$ cat src/rtl/llki_pkg.sv
// Shared constants and types for the LLKI protocol processor.
package llki_pkg;

    // TileLink-UL channel A opcodes
    localparam logic [2:0] A_PUTFULLDATA    = 3'd0;
    localparam logic [2:0] A_PUTPARTIALDATA = 3'd1;
    localparam logic [2:0] A_GET            = 3'd4;

    // TileLink-UL channel D opcodes
    localparam logic [2:0] D_ACCESSACK      = 3'd0;
    localparam logic [2:0] D_ACCESSACKDATA  = 3'd1;

    // LLKI commands carried in word 1 [63:56]
    localparam logic [7:0] LOAD_KEY_REQ     = 8'h00;
    localparam logic [7:0] CLEAR_KEY_REQ    = 8'h01;

    // Seven-word packet leaves room for at most five key words
    localparam logic [7:0] MAX_KEYS         = 8'd5;

    typedef enum logic [1:0] {
        ST_IDLE      = 2'd0,
        ST_DELAY     = 2'd1,
        ST_LOAD_BUSY = 2'd2,
        ST_WAIT4ACK  = 2'd3
    } state_t;

    // Checksum fold: the two halves of the accumulator added in 16 bits
    // (the carry out is dropped, not wrapped back in).
    function automatic logic [15:0] fold16(input logic [31:0] s);
        return s[15:0] + s[31:16];
    endfunction

endpackage

$ cat src/rtl/llki_tl_slave.sv
// TL-UL single-outstanding handshake and registered response channel.
module llki_tl_slave
    import llki_pkg::*;
(
    input  logic        clk,
    input  logic        rst,
    input  logic        a_valid,
    output logic        a_ready,
    input  logic [2:0]  a_opcode,
    input  logic [1:0]  a_size,
    input  logic [7:0]  a_source,
    output logic        d_valid,
    input  logic        d_ready,
    output logic [2:0]  d_opcode,
    output logic [1:0]  d_size,
    output logic [7:0]  d_source,
    output logic [63:0] d_data,
    input  logic [63:0] status,
    output logic        accept
);

    logic busy;

    assign a_ready = ~busy;
    assign d_valid = busy;
    assign accept  = a_valid & ~busy;

    // Hold one request until its ack is taken; status is resampled every cycle.
    always_ff @(posedge clk) begin
        if (rst) begin
            busy     <= 1'b0;
            d_opcode <= 3'd0;
            d_size   <= 2'd0;
            d_source <= 8'd0;
            d_data   <= 64'd0;
        end else begin
            d_data <= status;
            if (accept) begin
                busy     <= 1'b1;
                d_size   <= a_size;
                d_source <= a_source;
                d_opcode <= (a_opcode == A_GET) ? D_ACCESSACKDATA : D_ACCESSACK;
            end else if (busy && d_ready) begin
                busy <= 1'b0;
            end
        end
    end

endmodule

$ cat src/rtl/llki_pp.sv
// LLKI protocol processor: packet collection, validation and key-interface sequencing.
module llki_pp
    import llki_pkg::*;
#(
    parameter logic [15:0] MY_ID = 16'h0000
)(
    input  logic        clk,
    input  logic        rst,
    input  logic        a_valid,
    output logic        a_ready,
    input  logic [2:0]  a_opcode,
    input  logic [2:0]  a_param,
    input  logic [1:0]  a_size,
    input  logic [7:0]  a_source,
    input  logic [31:0] a_address,
    input  logic [7:0]  a_mask,
    input  logic [63:0] a_data,
    output logic        d_valid,
    input  logic        d_ready,
    output logic [2:0]  d_opcode,
    output logic [2:0]  d_param,
    output logic [1:0]  d_size,
    output logic [7:0]  d_source,
    output logic        d_sink,
    output logic        d_denied,
    output logic        d_corrupt,
    output logic [63:0] d_data,
    output logic [63:0] key_data,
    output logic        key_valid,
    input  logic        key_ready,
    input  logic        key_complete,
    output logic        clear_key,
    input  logic        clear_key_ack
);

    state_t      state, state_nxt;
    logic [63:0] pkt [8];
    logic [31:0] sum;
    logic [2:0]  wr_p, key_id;
    logic        done, err, accept;
    logic [63:0] status;
    logic [15:0] dst;
    logic [7:0]  cmd, cnt;
    logic        complete, load_ok, pkt_ok, last_key, store;
    logic        start_load, start_clr, reject, next_key, finish;
    logic        unused_inputs;

    assign d_param   = 3'd0;
    assign d_sink    = 1'b0;
    assign d_denied  = 1'b0;
    assign d_corrupt = 1'b0;
    assign unused_inputs = ^{a_param, a_address, a_mask};

    assign status = {57'd0, wr_p, key_complete, key_ready, err, done};

    llki_tl_slave u_tl (
        .clk      (clk),
        .rst      (rst),
        .a_valid  (a_valid),
        .a_ready  (a_ready),
        .a_opcode (a_opcode),
        .a_size   (a_size),
        .a_source (a_source),
        .d_valid  (d_valid),
        .d_ready  (d_ready),
        .d_opcode (d_opcode),
        .d_size   (d_size),
        .d_source (d_source),
        .d_data   (d_data),
        .status   (status),
        .accept   (accept)
    );

    assign dst = pkt[0][47:32];
    assign cmd = pkt[1][63:56];
    assign cnt = pkt[1][55:48];

    // Length is in bytes; its word count is compared with the write pointer.
    assign complete = (pkt[0][31:19] == {10'd0, wr_p}) && (wr_p != 3'd0);
    assign load_ok  = (cmd == LOAD_KEY_REQ) && (cnt != 8'd0) && (cnt <= MAX_KEYS);
    assign pkt_ok   = (fold16(sum) == 16'hFFFF) && (dst == MY_ID) &&
                      (load_ok || (cmd == CLEAR_KEY_REQ));
    assign last_key = ({5'd0, key_id} == (cnt - 8'd1));
    assign store    = accept && (a_opcode == A_PUTFULLDATA) &&
                      (state == ST_IDLE) && !complete;
    assign key_data = pkt[key_id + 3'd2];

    // State register
    always_ff @(posedge clk) begin
        if (rst) state <= ST_IDLE;
        else     state <= state_nxt;
    end

    // Next-state logic
    always_comb begin
        state_nxt = state;
        case (state)
            ST_IDLE:      if (complete && pkt_ok)
                              state_nxt = (cmd == LOAD_KEY_REQ) ? ST_DELAY : ST_WAIT4ACK;
            ST_DELAY:     state_nxt = ST_LOAD_BUSY;
            ST_LOAD_BUSY: if (key_ready) state_nxt = last_key ? ST_IDLE : ST_DELAY;
            ST_WAIT4ACK:  if (clear_key_ack) state_nxt = ST_IDLE;
            default:      state_nxt = ST_IDLE;
        endcase
    end

    // Per-state action strobes consumed by the datapath
    always_comb begin
        start_load = 1'b0;
        start_clr  = 1'b0;
        reject     = 1'b0;
        next_key   = 1'b0;
        finish     = 1'b0;
        case (state)
            ST_IDLE: if (complete) begin
                if (!pkt_ok)                  reject     = 1'b1;
                else if (cmd == LOAD_KEY_REQ) start_load = 1'b1;
                else                          start_clr  = 1'b1;
            end
            ST_LOAD_BUSY: if (key_ready) begin
                if (last_key) finish   = 1'b1;
                else          next_key = 1'b1;
            end
            ST_WAIT4ACK: if (clear_key_ack) finish = 1'b1;
            default: ;
        endcase
    end

    // Packet buffer, checksum accumulator, pointers, status flags and pulses
    always_ff @(posedge clk) begin
        if (rst) begin
            for (int i = 0; i < 8; i++) pkt[i] <= 64'd0;
            sum       <= 32'd0;
            wr_p      <= 3'd0;
            key_id    <= 3'd0;
            done      <= 1'b0;
            err       <= 1'b0;
            key_valid <= 1'b0;
            clear_key <= 1'b0;
        end else begin
            key_valid <= start_load | next_key;
            clear_key <= start_clr;
            if (store) begin
                pkt[wr_p] <= a_data;
                sum  <= sum + 32'(a_data[15:0]) + 32'(a_data[31:16]) +
                              32'(a_data[47:32]) + 32'(a_data[63:48]);
                wr_p <= wr_p + 3'd1;
                done <= 1'b0;
            end
            if (reject) begin
                err  <= 1'b1;
                done <= 1'b1;
                wr_p <= 3'd0;
                sum  <= 32'd0;
            end
            if (finish) begin
                done <= 1'b1;
                wr_p <= 3'd0;
                sum  <= 32'd0;
            end
            if (start_load) begin
                key_id <= 3'd0;
                err    <= 1'b0;
            end
            if (start_clr) err    <= 1'b0;
            if (next_key)  key_id <= key_id + 3'd1;
        end
    end

endmodule

$ cat config.mk
export PLATFORM = sky130hd
export DESIGN_NAME = llki_pp
export DESIGN_NICKNAME = d
export VERILOG_FILES = /design/src/rtl/llki_pkg.sv /design/src/rtl/llki_tl_slave.sv /design/src/rtl/llki_pp.sv
export SDC_FILE = /design/constraint.sdc
export NUM_CORES = 1
export LEC_CHECK = 0
export ABC_CLOCK_PERIOD_IN_PS = 5790
export CORE_MARGIN = 1
export CORE_UTILIZATION = 55
export CTS_CLUSTER_DIAMETER = 150
export DETAILED_ROUTE_END_ITERATION = 10
export PLACE_DENSITY = 0.81
export SYNTH_ARGS = -nofsm -noshare
export SYNTH_HDL_FRONTEND = slang
export SYNTH_HIERARCHICAL = 1
export SYNTH_SLANG_ARGS = --single-unit
export TNS_END_PERCENT = 20
$ cat constraint.sdc
create_clock -name clk -period 5.79 [get_ports clk]
set_clock_uncertainty 0.05 [all_clocks]
set_input_delay 0.8685 -clock clk [delete_from_list [all_inputs] [get_ports clk]]
set_output_delay 0.8685 -clock clk [all_outputs]
set_load 0.01 [all_outputs]
==> results.tsv <==
metric	value	unit
cts_setup_buffers	0	
root_buffer	clkbuf_16	
maxCapViolations	0	
crit_fanout	7	
synth_area_leaders	edfxtp_1, mux4_2, dfxtp_1, nor4_1, nor3_1	
cts_tree	built	
synthCells	2293	
tightest_slew	1.246	ns
dieArea	0.05623	mm2
synth_commonest_cells	edfxtp_1, nor3_1, nor4_1, and2_1, clkbuf_1	
io_pins	278	
core-area	0.05424	mm2
vias_per_cell	6.402	
route.vias.total	21140	
grt_max_degree	98	
clkLatencyLatePin	0.62	ns
ir_drop	0.0002232	V
p_clk_share	39.3	%
rsz0062_at_grt	false	
drc	0	
hpwl	51.03	mm
cts_made_buffers	66	
fin_nets	2770	
cp_cell_sequence	clkdlybuf4s50_1 -> clkinv_1 -> fa_1 -> fa_1 -> fa_1 -> inv_1 -> ha_1 -> inv_1 -> fa_1 -> nor2b_1 -> o31ai_1 -> a211oi_1 -> o2111ai_1 -> a311oi_1 -> buf_4 -> o2111ai_1 -> xor2_1 -> nor2_1	
layout_setup_ws	0.5669	ns
die_x	237.1	um
maxSlewViolCount	0	
grt_pass1_vias	21260	
fmax	191.5	MHz
fp-row-count	85	
slowest_stage	fa_1	
synth_seq_cells	632	
grt_pass1_wl	125.3	mm
slew_headroom	16.94	%
crit_top_cell	fa_1	
pwr-share-comb	12.2	%
sequentialPowerShare	48.5	%
path_buf_inv	5	
worst-setup-path-type	primary input to register	
start_util	56.06	%
drtAntennaViolNets	0	
status	completed	
power.density	293.7	mW/mm2
layout-drive-gt1-share	15.82	%
drt_iter0_drc	2484	
gp_congestion	0.8968	
critPathArrivalTime	5.65	ns
clockBufferDepth	3	
switching_power	2.574	mW
min_path_type	register to register	
cts.htree.levels	3	
synth_top_area_share	50.56	%
cp-end-kind	register	
yosysWarningCount	6	
antenna_found_initial	2	
synth_top_area_cell	edfxtp_1	
synth_edf_count	512	
setup_viol	0	
start_kind	primary input	
die_h	237.1	um
syn_avg_cell_area	13.26	um2
track_usage	29.58	%
post-synth-top-count-cell	edfxtp_1	
fin_crit_sh	90.21	%
cts_resized	0	
cp.required	6.21	ns
cts.sinks	632	
worst_path_largest_cell_delay	0.74	ns
area_delta_synth_final	18.21	%
setup_tns	0	ns
holdBufCountCts	0	
port_buffers	226	
cp_top_family	adder cells	
fin_crit	5.223	ns
pre_cts_slack	0.1197	ns
grt-ovfl-total	0	
syn_area	0.03041	mm2
wl	82.49	mm
clk_pin_slew_worst_paths	0.06	ns
switching_share	24.38	%
p_leak	12.62	nW
ys.flop_type	edfxtp_1	
dr.pass1.iters	6	
ys_async_sr_fraction	0	%
cell_internal_pwr	7.982	mW
seq_area_frac_synth	58.46	%
hold_violations	0	
ys_types	74	
wl_per_cell	24.98	um
-- worst paths after layout --
check                           startpoint                            end  slack (ns)  depth (start not counted)
min          u_tl/d_source[6]$_SDFFE_PP0P_  u_tl/d_source[6]$_SDFFE_PP0P_        0.41                          2
min reg2reg  u_tl/d_source[6]$_SDFFE_PP0P_  u_tl/d_source[6]$_SDFFE_PP0P_        0.41                          2
max                              a_data[1]           sum[29]$_SDFFE_PP0P_        0.57                         18
max reg2reg       pkt[0][30]$_SDFFCE_PN0P_       pkt[2][35]$_SDFFCE_PN0P_        1.28                          7
-- registers in the layout, summed over array words and instances (netlist names) --
register,cells
pkt,512
u_tl/d_data,64
sum,32
u_tl/d_source,8
key_id,3
wr_p,3
state,2
u_tl/d_size,2
clear_key,1
done,1
err,1
key_valid,1
u_tl/d_opcode,1
u_tl/d_valid,1
-- kinds of logic (layout without fill, tap and decap cells) --
| family | count (synthesis) | after routing | synth area share (%) |
|---|---|---|---|
| adders and majority gates | 91 | 91 | 4.929 |
| other | 2 | 67 | 0.02470 |
| and+or+nand+nor | 844 | 844 | 15.60 |
| DFF | 632 | 632 | 58.46 |
| buffers and inverters | 326 | 574 | 4.226 |
| muxes | 197 | 197 | 12.04 |
| AOI/OAI and AO/OA | 164 | 164 | 3.613 |
| xor gates and xnor gates | 37 | 37 | 1.111 |
-- power groups by stage --
stage	registers, mW	logic [mW]	clock network (mW)
2_1_floorplan	5.20	0.776	0
3_3_place_gp	5.20	1.22	0
3_5_place_dp	5.21	1.26	0
4_1_cts	5.12	1.27	4.18
5_1_grt	5.13	1.40	4.36
6_report	5.12	1.29	4.15
-- area by class of cell --
cell class              instances  area (um2)
fillers                      3643       18290
flip-flops and latches        632       17790
repair buffers                312        3005
clock inverters                31       281.5
clock buffers                  89        1814
multi-input cells            1398       11640
well taps                     696       870.8
diodes                          2       5.005
inverters                     142       533.0
-- tightest hold or removal path, stage by stage (launching register included) --
cell     delay, ns
dfxtp_1       0.31
nand2_1       0.05
a21oi_1       0.05
-- through the flow --
stage          util [%]  power [mW]  instances  hold WS (ns)  area, um2
2_1_floorplan         -       5.978       2356        0.3879      30650
3_3_place_gp      62.40       6.422       3180        0.3925      33850
3_5_place_dp      62.40       6.469       3180        0.4009      33850
4_1_cts           66.27       10.57       3300        0.4091      35940
5_1_grt           66.27       10.89       3302        0.4239      35950
6_report          66.27       10.56       3302        0.4063      35950
-- metal layers --
metal	part of all wire, %	vias up	GRT usage, %
li1	-	9103	-
met5	0	-	0
met4	4.2	0	14.13
met1	36	10400	38.67
met2	49	1444	48.60
met3	10	194	4.854
-- cell usage in the layout (no fill, tap or decap), drive strengths merged, types with 10 or more instances in the layout --
cell           Yosys  final
inv               96    100
xor2              17     17
or2               14     14
nor2              72     72
edfxtp           512    512
nor2b             73     73
mux2              66     66
dfxtp            120    120
and3              10     10
a21oi             56     56
o21ai             28     28
clkinv            46     69
clkdlybuf4s50      0    225
buf               40     87
nor4             198    198
mux4             128    128
ha                43     43
and2             149    149
conb               2     65
nor3             202    202
fa                48     48
nand3             16     16
xnor2             19     19
nand2             61     61
a211oi            10     10
clkbuf           144     89
Note: power is estimated with default switching activity, not from simulation.
